--- config.mk ---
export PLATFORM = sky130hd
export DESIGN_NAME = gpio_bank_wb
export DESIGN_NICKNAME = d
export VERILOG_FILES = /design/src/rtl/gpio_bank_pkg.sv /design/src/rtl/gpio_sync_edge.sv /design/src/rtl/gpio_bank_wb.sv
export SDC_FILE = /design/constraint.sdc
export NUM_CORES = 1
export LEC_CHECK = 0
export ABC_AREA = 0
export ABC_CLOCK_PERIOD_IN_PS = 3450
export CAP_MARGIN = 20
export CORE_MARGIN = 5
export CORE_UTILIZATION = 30
export CTS_BUF_LIST = sky130_fd_sc_hd__clkbuf_2 sky130_fd_sc_hd__clkbuf_4 sky130_fd_sc_hd__clkbuf_8
export DETAILED_ROUTE_END_ITERATION = 7
export GPL_ROUTABILITY_DRIVEN = 0
export GPL_TIMING_DRIVEN = 0
export PLACE_DENSITY = 0.62
export SLEW_MARGIN = 20
export SYNTH_ARGS = -nofsm -noshare
export SYNTH_HDL_FRONTEND = slang
export SYNTH_SLANG_ARGS = --single-unit
--- constraint.sdc ---
create_clock -name i_clk -period 3.45 [get_ports i_clk]
set_input_delay 0.345 -clock i_clk [delete_from_list [all_inputs] [get_ports i_clk]]
set_output_delay 0.345 -clock i_clk [all_outputs]
set_load 0.03 [all_outputs]
--- src/rtl/gpio_bank_pkg.sv ---
// gpio_bank_pkg
// Shared constants for the Wishbone GPIO bank: register word offsets,
// per-pin drive mode encoding and a byte-enable expansion helper.
package gpio_bank_pkg;

    localparam logic [2:0] GPIO_REG_DOUT   = 3'd0;
    localparam logic [2:0] GPIO_REG_DIN    = 3'd1;
    localparam logic [2:0] GPIO_REG_DIR    = 3'd2;
    localparam logic [2:0] GPIO_REG_MODE   = 3'd3;
    localparam logic [2:0] GPIO_REG_RISE   = 3'd4;
    localparam logic [2:0] GPIO_REG_FALL   = 3'd5;
    localparam logic [2:0] GPIO_REG_STATUS = 3'd6;
    localparam logic [2:0] GPIO_REG_TOGGLE = 3'd7;

    localparam logic GPIO_MODE_PP = 1'b0;
    localparam logic GPIO_MODE_OD = 1'b1;

    // Expand the four Wishbone byte selects into a 32-bit bit mask.
    function automatic logic [31:0] byte_mask(input logic [3:0] sel);
        byte_mask = {{8{sel[3]}}, {8{sel[2]}}, {8{sel[1]}}, {8{sel[0]}}};
    endfunction

endpackage

--- src/rtl/gpio_sync_edge.sv ---
// gpio_sync_edge
// Input synchroniser and edge detector for a bank of GPIO pins.
// Ports:
//   clk, rst  - system clock, synchronous active-high reset
//   pad       - raw asynchronous pad values
//   data_in   - synchronised pad values (last synchroniser stage)
//   rise      - per-pin rising edge seen on data_in this cycle
//   fall      - per-pin falling edge seen on data_in this cycle
module gpio_sync_edge #(
    parameter int WIDTH       = 8,
    parameter int SYNC_STAGES = 2
) (
    input  logic             clk,
    input  logic             rst,
    input  logic [WIDTH-1:0] pad,
    output logic [WIDTH-1:0] data_in,
    output logic [WIDTH-1:0] rise,
    output logic [WIDTH-1:0] fall
);

    localparam int CW = $clog2(SYNC_STAGES + 2);
    localparam logic [CW-1:0] ARM_CNT = CW'(SYNC_STAGES + 1);

    logic [WIDTH-1:0] sync_q [SYNC_STAGES];
    logic [WIDTH-1:0] prev;
    logic [CW-1:0]    arm_cnt;
    logic             armed;

    always_ff @(posedge clk) begin
        if (rst) begin
            for (int i = 0; i < SYNC_STAGES; i++) begin
                sync_q[i] <= '0;
            end
            prev    <= '0;
            arm_cnt <= '0;
        end else begin
            sync_q[0] <= pad;
            for (int i = 1; i < SYNC_STAGES; i++) begin
                sync_q[i] <= sync_q[i-1];
            end
            // prev always follows data_in, including while disarmed, so a pin
            // that was already high at reset is not reported as a rise.
            prev <= sync_q[SYNC_STAGES-1];
            if (!armed) begin
                arm_cnt <= arm_cnt + CW'(1);
            end
        end
    end

    assign data_in = sync_q[SYNC_STAGES-1];
    assign armed   = (arm_cnt == ARM_CNT);
    assign rise    = armed ? (data_in & ~prev) : '0;
    assign fall    = armed ? (~data_in & prev) : '0;

endmodule

--- src/rtl/gpio_bank_wb.sv ---
// gpio_bank_wb
// Wishbone-slave GPIO bank with per-pin direction, push-pull/open-drain
// mode, synchronised inputs and edge interrupts with W1C status.
// Ports:
//   i_clk, i_rst            - clock, synchronous active-high reset
//   i_wb_adr/dat/sel/we     - Wishbone word address, write data, byte selects, write
//   i_wb_cyc, i_wb_stb      - Wishbone cycle and strobe
//   o_wb_rdt, o_wb_ack      - registered read data (0 when not acking), acknowledge
//   i_gpio                  - asynchronous pad inputs
//   o_gpio, o_gpio_oe       - pad output values and output enables (1 = drive)
//   o_irq                   - level interrupt, high while any STATUS bit is set
// Handshake: a request is cyc & stb & ~ack; it is acked on the next cycle for
// exactly one cycle, so a held strobe acks every other cycle. Writes land on
// the same edge that raises ack, and read data is valid only while ack is high.
module gpio_bank_wb
    import gpio_bank_pkg::*;
#(
    parameter int               WIDTH       = 8,
    parameter int               SYNC_STAGES = 2,
    parameter logic [WIDTH-1:0] RESET_OUT   = '0,
    parameter logic [WIDTH-1:0] RESET_DIR   = '0
) (
    input  logic             i_clk,
    input  logic             i_rst,
    input  logic [2:0]       i_wb_adr,
    input  logic [31:0]      i_wb_dat,
    input  logic [3:0]       i_wb_sel,
    input  logic             i_wb_we,
    input  logic             i_wb_cyc,
    input  logic             i_wb_stb,
    output logic [31:0]      o_wb_rdt,
    output logic             o_wb_ack,
    input  logic [WIDTH-1:0] i_gpio,
    output logic [WIDTH-1:0] o_gpio,
    output logic [WIDTH-1:0] o_gpio_oe,
    output logic             o_irq
);

    logic [WIDTH-1:0] dout, dir, mode, rise_en, fall_en, status;
    logic [WIDTH-1:0] data_in, rise, fall;
    logic [WIDTH-1:0] wmask, wdat, set_ev, clr, rd_val;
    logic [31:0]      be_mask, rd_word;
    logic             req, wr;
    logic             unused_bits;

    gpio_sync_edge #(
        .WIDTH       (WIDTH),
        .SYNC_STAGES (SYNC_STAGES)
    ) u_sync_edge (
        .clk     (i_clk),
        .rst     (i_rst),
        .pad     (i_gpio),
        .data_in (data_in),
        .rise    (rise),
        .fall    (fall)
    );

    assign req     = i_wb_cyc & i_wb_stb & ~o_wb_ack;
    assign wr      = req & i_wb_we;
    assign be_mask = byte_mask(i_wb_sel);
    assign wmask   = be_mask[WIDTH-1:0];
    assign wdat    = i_wb_dat[WIDTH-1:0];

    // Bits above WIDTH are simply not stored.
    assign unused_bits = ^{i_wb_dat, be_mask};

    assign set_ev = (rise & rise_en) | (fall & fall_en);
    assign clr    = (wr && (i_wb_adr == GPIO_REG_STATUS)) ? (wdat & wmask) : '0;

    always_comb begin
        rd_val = '0;
        case (i_wb_adr)
            GPIO_REG_DOUT:   rd_val = dout;
            GPIO_REG_DIN:    rd_val = data_in;
            GPIO_REG_DIR:    rd_val = dir;
            GPIO_REG_MODE:   rd_val = mode;
            GPIO_REG_RISE:   rd_val = rise_en;
            GPIO_REG_FALL:   rd_val = fall_en;
            GPIO_REG_STATUS: rd_val = status;
            default:         rd_val = '0;
        endcase
        rd_word = '0;
        rd_word[WIDTH-1:0] = rd_val;
    end

    always_ff @(posedge i_clk) begin
        if (i_rst) begin
            o_wb_ack <= 1'b0;
            o_wb_rdt <= '0;
            dout     <= RESET_OUT;
            dir      <= RESET_DIR;
            mode     <= '0;
            rise_en  <= '0;
            fall_en  <= '0;
            status   <= '0;
        end else begin
            o_wb_ack <= req;
            o_wb_rdt <= req ? rd_word : '0;
            // New events are OR-ed in after the clear so a same-cycle set wins.
            status   <= (status & ~clr) | set_ev;
            if (wr) begin
                case (i_wb_adr)
                    GPIO_REG_DOUT:   dout    <= (dout    & ~wmask) | (wdat & wmask);
                    GPIO_REG_DIR:    dir     <= (dir     & ~wmask) | (wdat & wmask);
                    GPIO_REG_MODE:   mode    <= (mode    & ~wmask) | (wdat & wmask);
                    GPIO_REG_RISE:   rise_en <= (rise_en & ~wmask) | (wdat & wmask);
                    GPIO_REG_FALL:   fall_en <= (fall_en & ~wmask) | (wdat & wmask);
                    GPIO_REG_TOGGLE: dout    <= dout ^ (wdat & wmask);
                    default: ;
                endcase
            end
        end
    end

    // Open-drain pins never drive high: they pull low for 0 and release for 1.
    always_comb begin
        o_gpio    = '0;
        o_gpio_oe = '0;
        for (int i = 0; i < WIDTH; i++) begin
            if (mode[i] == GPIO_MODE_OD) begin
                o_gpio[i]    = 1'b0;
                o_gpio_oe[i] = dir[i] & ~dout[i];
            end else begin
                o_gpio[i]    = dout[i];
                o_gpio_oe[i] = dir[i];
            end
        end
    end

    assign o_irq = |status;

endmodule

==> impl_metrics.csv, run 1 <==
group,metric,value,unit
synth,synth-edff-count,0,
global_routing,grt_max_degree,14,
clock_network,cts_tree,"yes",
die,die_w,123.2,um
layout,layout_commonest_cell,"dfxtp_1",
synth,synth_flop_cell,"dfxtp_1",
global_routing,grt_pass1_wl,15810,um
synth,synth_area,3842,um2
worst_hold_path,hold_class,"primary input to register",
timing,rsz0062_at_grt,"no",
die,core_area,12570,um2
layout,layout_common_cells,"83 x dfxtp_1, 42 x mux2i_1, 40 x nor2_1, 40 x clkdlybuf4s50_1, 36 x nor2b_1",
clock_network,cts_inserted_buffers,9,
detailed_routing,detail-route-antenna-nets,0,
timing,min_period,2111,ps
worst_setup_path,cp_slowest_stage_delay,620,ps
global_routing,overflow,0,
die,initial_core_util,30.57,%
worst_setup_path,worstSetupStartpoint,"status[1]$_SDFF_PP0_",
worst_setup_path,crit-reg2reg-launch,"o_wb_ack$_SDFF_PP0_",
timing,hold_violations,0,
clock_network,cts-hold-fix-buffers,0,
synth,synth-seq-cells,83,
synth,synth_top_area_share,43.24,%
synth,avgSynthCellArea,9.511,um2
worst_setup_path,crit_required,3110,ps
timing,setup_tns,0,ps
detailed_routing,drc_errors,0,
detailed_routing,drt_iter0_drc,275,
detailed_routing,firstDrtPassIters,4,
timing,finalCritPeriodShare,61.18,%
worst_setup_path,cp.arrival,1770,ps
detailed_routing,routedWlPerCell,14.90,um
clock_network,ctsResizeCount,0,
die,dieHeight,123.2,um
place,place_hpwl,7340,um
worst_setup_path,r2r_setup_slack,1660,ps
detailed_routing,vias_per_cell,4.614,
die,ios,102,
synth,ys_seq_area_share,43.24,%
synth,yosysWarnings,0,
die,num_rows,41,
timing,fmax,0.4738,GHz
worst_setup_path,rr_worst_depth,4,
layout,drive_above_1_share,12.84,%
synth,synth.distinct_cells,42,
place,portBuffers,40,
synth,syn-instance-count,404,
layout,fin_nets,531,
timing,max_slew_margin,45.45,%
run,maxCapViolCount,0,
clock_network,path_clk_slew,90,ps
timing,worst_slew_pin_slew,812.2,ps
synth,synth_top_cell_by_area,"dfxtp_1",
clock_network,cts.sinks,83,
timing,skew,11.08,ps
worst_hold_path,hold_path.startpoint,"i_wb_sel[0]",
timing,finalMaxSlewViolations,0,
global_routing,grt_pass1_vias,3090,
pwr,cellPowerDensity,407.8,nW/um2
clock_network,htree_levels,3,
pwr,peakVddDrop,0.0001654,V
worst_setup_path,cpMaxStageDelayCell,"clkdlybuf4s50_1",
worst_setup_path,cp-end-kind,"output pin",
layout,final_cell_area,4767,um2
synth,synthTopCellsByArea,"dfxtp_1 43%, mux2i_1 11%, nor2b_1 5.9%, buf_4 5.3%, nor2_1 3.9%",
layout,area_growth,24.06,%
clock_network,clk_latency,350,ps
global_routing,grt_antenna_before_repair,0,
clock_network,cts.path.max_buffers,2,
run_status,status,"completed",
global_routing,grtUsageTotal,13.34,%
worst_setup_path,critPathKind,"register to output pin",
clock_network,root_buffer,"clkbuf_8",
clock_network,postCtsSetupBuffers,0,
worst_setup_path,path_max_fanout,3,
worst_setup_path,crit_chain,"nor4_1 > nand2_1 > clkdlybuf4s50_1",
synth,async_flop_share,0,%
layout,antennaDiodeCount,0,
die,dieArea,15170,um2
worst_hold_path,whs_path_depth,3,
worst_setup_path,path_delay_family,"buffers and inverters",
worst_setup_path,cp_num_buf_inv,1,
worst_setup_path,start_kind,"register",
detailed_routing,drt_wl_total,9759,um
timing,setup_viol,0,
detailed_routing,vias,3022,
place,placed_area,4544,um2
pwr,p_leak,1.752,nW
worst min-delay path, cell delays in order:
cell      delay (ps)
buf_4            160
nand2_1           70
a221oi_1          70
cell type report:
cell class | count | area, um2
well taps | 172 | 215.2
multi-input cells | 282 | 1926
fillers | 1278 | 7801
inverters | 11 | 41.29
clock buffers | 13 | 172.7
plain buffers | 51 | 305.3
repair buffers | 40 | 400.4
clock inverters | 3 | 45.04
flip-flops and latches | 83 | 1662
stage by stage:
step	instances	power (mW)	util (%)	setup slack [ps]	hold WS, ps
after global placement	639	1.209	36.16	941.3	426.2
final	655	1.944	37.93	1339	344.3
after global routing	655	2.015	37.93	1145	344.5
after floorplan	427	1.156	-	1806	413.8
after CTS	655	1.956	37.89	1194	340.2
after detailed placement	639	1.213	36.16	805.1	427.3
report_power, final:
group          internal (mW)  switching [mW]
clock network          0.403           0.349
logic                 0.0770           0.127
registers              0.977          0.0118
per-layer routing:
layer / share of wire (%) / GRT usage, % / up-vias
li1: - / - / 1502
met1: 48 / 17.92 / 1406
met2: 44 / 20.97 / 102
met3: 7.0 / 2.882 / 12
met4: 1.3 / 5.121 / 0
met5: 0 / 0 / -
logic make-up after synthesis:
kind of cell,synth area share (%)
compound gates,12.37
xor+xnor,0.2280
fa+ha+maj,0.3256
buf+inv,9.020
flops,43.24
mux,14.26
other cells,0.09759
simple gates,20.45
cells in the mapped netlist (3+ instances only):
cell,n
a21boi_0,8
a21oi_1,5
a221oi_1,9
a32o_1,8
buf_1,6
buf_2,4
buf_4,27
clkbuf_1,13
dfxtp_1,83
inv_1,11
mux2_2,3
mux2i_1,42
mux4_2,3
nand2_1,35
nand3b_1,16
nor2_1,40
nor2b_1,36
nor3_1,3
nor4b_1,3
o21ai_0,18
o2bb2ai_1,5
worst max path at each step:
stage | cells after the start | end | slack [ps]
2_1_floorplan | 4 | register | 1810
3_3_place_gp | 4 | register | 940
3_5_place_dp | 4 | register | 810
4_1_cts | 4 | register | 1190
5_1_grt | 7 | o_wb_rdt[0]$_SDFF_PP0_ | 1150
6_report | 3 | o_irq | 1340
No activity file was read; power rests on OpenSTA's default activity.
==> run 2: changes to the inputs <==
--- a/config.mk
+++ b/config.mk
@@ -6,7 +6,7 @@
 export NUM_CORES = 1
 export LEC_CHECK = 0
 export ABC_AREA = 0
-export ABC_CLOCK_PERIOD_IN_PS = 3450
+export ABC_CLOCK_PERIOD_IN_PS = 1800
 export CAP_MARGIN = 20
 export CORE_MARGIN = 5
 export CORE_UTILIZATION = 30
@@ -14,7 +14,7 @@
 export DETAILED_ROUTE_END_ITERATION = 7
 export GPL_ROUTABILITY_DRIVEN = 0
 export GPL_TIMING_DRIVEN = 0
-export PLACE_DENSITY = 0.62
+export PLACE_DENSITY = 0.64
 export SLEW_MARGIN = 20
 export SYNTH_ARGS = -nofsm -noshare
 export SYNTH_HDL_FRONTEND = slang
==> constraint.sdc (replaced) <==
create_clock -name i_clk -period 1.8 [get_ports i_clk]
set_input_delay 0.18 -clock i_clk [delete_from_list [all_inputs] [get_ports i_clk]]
set_output_delay 0.18 -clock i_clk [all_outputs]
set_load 0.03 [all_outputs]
==> impl_metrics.csv, run 2 (same netlist as run 1, synthesis figures left out) <==
group,metric,value,unit
run_status,status,"completed",
worst_setup_path,crit_chain,"nor2b_1 > clkdlybuf4s50_1",
layout,layout_commonest_cell,"dfxtp_1",
die,dieArea,15170,um2
global_routing,grt_max_degree,14,
layout,fillers,1289,
place,portBuffers,40,
worst_hold_path,hold_class,"primary input to register",
clock_network,clk_latency,360,ps
detailed_routing,vias,3075,
run,maxCapViolCount,0,
timing,setup_viol,0,
timing,worst_slew_pin_slew,632.2,ps
global_routing,grtUsageTotal,13.34,%
layout,drive_above_1_share,13.79,%
worst_hold_path,whs_path_depth,3,
pwr,peakVddDrop,0.0003200,V
clock_network,cts-hold-fix-buffers,0,
die,initial_core_util,30.57,%
worst_hold_path,hold_path.startpoint,"i_wb_sel[0]",
clock_network,root_buffer,"clkbuf_8",
timing,finalMaxSlewViolations,0,
layout,area_growth,25.43,%
layout,fin_cells,658,
timing,min_period,1753,ps
timing,fmax,0.5704,GHz
pwr,p_leak,1.972,nW
global_routing,grt_pass1_vias,3089,
pwr,cellPowerDensity,780.9,nW/um2
layout,layout_common_cells,"83 x dfxtp_1, 42 x mux2i_1, 40 x nor2_1, 36 x nor2b_1, 35 x nand2_1",
detailed_routing,detail-route-antenna-nets,0,
clock_network,cts.path.max_buffers,2,
global_routing,grt_pass1_wl,15610,um
global_routing,grt_antenna_before_repair,0,
timing,rsz0062_at_grt,"no",
layout,antennaDiodeCount,0,
die,core_area,12570,um2
die,ios,102,
timing,finalCritPeriodShare,97.40,%
worst_setup_path,cp-end-kind,"output pin",
worst_setup_path,start_kind,"register",
die,dieHeight,123.2,um
timing,max_slew_margin,57.62,%
detailed_routing,routedWlPerCell,15.07,um
layout,seq_area,1662,um2
timing,setup_ws,46.77,ps
die,num_rows,41,
place,place_hpwl,7373,um
worst_setup_path,cp_slowest_stage_delay,670,ps
layout,multi_input_area,1927,um2
clock_network,htree_levels,3,
clock_network,cts_inserted_buffers,9,
detailed_routing,vias_per_cell,4.673,
clock_network,cts.sinks,83,
clock_network,cts_tree,"yes",
detailed_routing,firstDrtPassIters,4,
worst_setup_path,path_max_fanout,5,
worst_setup_path,crit-reg2reg-launch,"o_wb_ack$_SDFF_PP0_",
detailed_routing,drt_iter0_drc,180,
worst_setup_path,path_delay_family,"buffers and inverters",
worst_setup_path,critPathKind,"register to output pin",
clock_network,path_clk_slew,80,ps
global_routing,overflow,0,
worst_setup_path,cpMaxStageDelayCell,"clkdlybuf4s50_1",
die,die_w,123.2,um
detailed_routing,drt_wl_total,9919,um
worst_setup_path,cp_num_buf_inv,1,
detailed_routing,drc_errors,0,
worst_setup_path,cp.arrival,1570,ps
timing,skew,13.47,ps
layout,fin_nets,535,
place,pre_cts_ws,-624.8,ps
worst_setup_path,crit_required,1620,ps
worst_setup_path,rr_worst_depth,5,
worst_setup_path,r2r_setup_slack,110,ps
timing,hold_violations,0,
place,dp_cells,639,
-- run 2: power by group --
group	total [mW]	internal, mW	switching, mW
combinational	0.392	0.149	0.243
sequential	1.89	1.87	0.0227
clock	1.48	0.808	0.669
-- run 2: layout make-up --
cell class                      instances  share of cell area [%]
Tap cell                              172                   4.465
Timing Repair Buffer                   44                   9.164
Buffer                                 51                   6.594
Clock buffer                           11                   2.882
Multi-Input combinational cell        282                   39.98
Inverter                               11                  0.8567
Clock inverter                          4                   1.584
Sequential cell                        83                   34.48
-- run 2: routing by layer --
| metal | up-vias | GRT usage, % | wire length [um] |
|---|---|---|---|
| met2 | 106 | 21.61 | 4402 |
| met1 | 1445 | 17.06 | 4702 |
| met4 | 0 | 6.021 | 208 |
| li1 | 1509 | - | - |
| met3 | 15 | 2.790 | 606 |
| met5 | - | 0 | 0 |
-- run 2: worst max-delay path by stage --
stage,start,endpoint,depth (start not counted)
finish,register,o_gpio[0],2
global route,register,o_gpio[0],2
CTS,register,o_gpio[1],2
detailed placement,i_wb_adr[2],register,4
global placement,i_wb_adr[2],register,4
floorplan,o_wb_ack$_SDFF_PP0_,register,4
-- run 2: through the flow --
| step | hold WS [ps] | setup TNS (ps) | total power [mW] | instance area, um2 | util (%) |
|---|---|---|---|---|---|
| global placement | 427.1 | -16700 | 2.316 | 4544 | 36.16 |
| detailed placement | 426.7 | -18500 | 2.325 | 4544 | 36.16 |
| floorplan | 263.9 | 0 | 2.216 | 3929 | - |
| finish | 168.8 | 0 | 3.764 | 4820 | 38.35 |
| global route | 168.3 | 0 | 3.891 | 4820 | 38.35 |
| CTS | 153.0 | 0 | 3.789 | 4771 | 37.96 |
-- run 2: tightest hold or removal path: cells and delay by family --
family	cells	cell delay [ps]
buffers and inverters	1	160
AND/OR/NAND/NOR	1	70
AO/OA/AOI/OAI	1	70
-- run 2: timing repair --
action,CTS,global route
setup endpoints to repair,21,38
pin swaps,2,1
setup buffers,2,2
gates resized for setup,11,15
==> run 3: changes to the inputs <==
--- a/config.mk
+++ b/config.mk
@@ -12,9 +12,8 @@
 export CORE_UTILIZATION = 30
 export CTS_BUF_LIST = sky130_fd_sc_hd__clkbuf_2 sky130_fd_sc_hd__clkbuf_4 sky130_fd_sc_hd__clkbuf_8
 export DETAILED_ROUTE_END_ITERATION = 7
-export GPL_ROUTABILITY_DRIVEN = 0
 export GPL_TIMING_DRIVEN = 0
-export PLACE_DENSITY = 0.64
+export PLACE_DENSITY_LB_ADDON = 0.2
 export SLEW_MARGIN = 20
 export SYNTH_ARGS = -nofsm -noshare
 export SYNTH_HDL_FRONTEND = slang
==> impl_metrics.csv, run 3 (same netlist as run 1, synthesis figures left out) <==
group,metric,value,unit
detailed_routing,routedWlPerCell,15.77,um
run,maxCapViolCount,0,
die,die_w,123.2,um
pwr,power_frac_comb,10.9,%
worst_setup_path,cp-end-kind,"output pin",
detailed_routing,vias,3044,
global_routing,grt_antenna_before_repair,0,
place,place_hpwl,7547,um
clock_network,cts-hold-fix-buffers,0,
detailed_routing,firstDrtPassIters,5,
worst_setup_path,critPathKind,"register to output pin",
timing,worst_slew_pin_slew,638.2,ps
layout,drive_above_1_share,13.84,%
place,place.gp.congestion,0.8692,
timing,setup_ws,53.49,ps
layout,post-route-util,38.18,%
layout,antennaDiodeCount,0,
worst_setup_path,crit-reg2reg-launch,"o_wb_ack$_SDFF_PP0_",
die,core_area,12570,um2
pwr,pwr-share-seq,51.7,%
timing,hold_violations,0,
pwr,swShare,24.68,%
timing,max_slew_margin,57.14,%
pwr,cellPowerDensity,763.9,nW/um2
detailed_routing,vias_per_cell,4.640,
die,ios,102,
layout,fin_nets,533,
timing,finalMaxSlewViolations,0,
clock_network,path_clk_slew,80,ps
worst_hold_path,hold_path.startpoint,"i_wb_sel[0]",
clock_network,clk_latency,350,ps
pwr,p_total,3.666,mW
run_status,status,"completed",
global_routing,grt_pass1_wl,16080,um
detailed_routing,drt_iter0_drc,177,
worst_setup_path,endpoint,"o_gpio[1]",
layout,area_growth,24.88,%
timing,hold_slack,164.8,ps
die,initial_core_util,30.57,%
clock_network,htree_levels,3,
clock_network,cts.path.max_buffers,2,
worst_hold_path,hold_class,"primary input to register",
pwr,p_sw,0.9045,mW
timing,min_period,1747,ps
detailed_routing,detail-route-antenna-nets,0,
die,dieArea,15170,um2
layout,layout_commonest_cell,"dfxtp_1",
worst_setup_path,crit_required,1620,ps
pwr,p_clk_share,37.4,%
clock_network,cts_tree,"yes",
global_routing,grtUsageTotal,13.98,%
timing,setup_viol,0,
detailed_routing,drt_wl_total,10350,um
timing,fmax,0.5726,GHz
clock_network,cts_inserted_buffers,9,
layout,layout_common_cells,"83 x dfxtp_1, 42 x mux2i_1, 39 x nor2_1, 36 x nor2b_1, 35 x nand2_1",
timing,setup_tns,0,ps
die,dieHeight,123.2,um
pwr,peakVddDrop,0.0004034,V
clock_network,root_buffer,"clkbuf_8",
global_routing,overflow,0,
global_routing,grt_pass1_vias,2958,
worst_setup_path,start_kind,"register",
pwr,internal-power,2.761,mW
worst_setup_path,path_max_fanout,5,
worst_setup_path,r2r_setup_slack,110,ps
place,pre_cts_ws,-632.5,ps
place,portBuffers,40,
detailed_routing,drc_errors,0,
worst_setup_path,rr_worst_depth,5,
pwr,p_leak,1.903,nW
global_routing,grt_max_degree,13,
timing,finalCritPeriodShare,97.03,%
worst_setup_path,cp.arrival,1570,ps
timing,rsz0062_at_grt,"no",
timing,skew,12.05,ps
die,num_rows,41,
clock_network,cts.sinks,83,
-- run 3: cell count changes in the layout (fill, tap and decap cells not counted), sizes merged --
cell           before  now
dlymetal6s2s        9    5
dlygate4sd2         9   11
bufinv              2    1
clkinvlp            1    0
clkdlybuf4s50      22   23
clkbuf             26   27
buf                40   39
clkdlybuf4s15       0    1
-- run 3: per-layer routing --
layer	share of wire [%]	vias to the layer above	global-route usage (%)
li1	-	1501	-
met1	46	1435	18.76
met2	45	97	21.78
met3	7.3	11	3.568
met4	1.4	0	4.983
met5	0	-	0
-- run 3: worst min path at each step --
stage,to,depth (start not counted)
2_1_floorplan,o_wb_ack$_SDFF_PP0_,1
3_3_place_gp,u_sync_edge.sync_q[0][12]$_SDFF_PP0_,1
3_5_place_dp,u_sync_edge.sync_q[0][9]$_SDFF_PP0_,1
4_1_cts,register,3
5_1_grt,register,3
6_report,register,3
-- run 3: what timing repair did --
item | 4_1_cts | 5_1_grt
hold endpoints to repair | 0 | 0
setup endpoints to repair | 40 | 46
setup buffers | 0 | 2
pin swaps | 1 | 2
resized for setup | 16 | 14
-- run 3: power by group through the flow --
stage,clock network (mW),registers [mW],logic [mW]
5_1_grt,1.49,1.90,0.432
3_3_place_gp,0,1.94,0.388
2_1_floorplan,0,1.93,0.283
4_1_cts,1.42,1.89,0.396
6_report,1.37,1.89,0.400
3_5_place_dp,0,1.94,0.394
-- run 3: worst max-delay path, stage by stage, from the launching register on --
cell and delay [ps]:
dfxtp_1 390, nor2b_1 150, clkdlybuf4s50_1 680
-- run 3: area by class of cell --
cell class,count,area [um2]
clock inverter,2,35.03
sequential,83,1662
timing repair buffer,42,414.1
fill,1280,7770
buffer,51,322.8
inverter,11,41.29
clock buffer,13,166.4
tap,172,215.2
multi-input combinational,282,1942
-- run 3: metrics by stage --
step / std cells / area, um2
2_1_floorplan: 427 / 3929
3_3_place_gp: 639 / 4544
3_5_place_dp: 639 / 4544
4_1_cts: 654 / 4745
5_1_grt: 656 / 4798
6_report: 656 / 4798
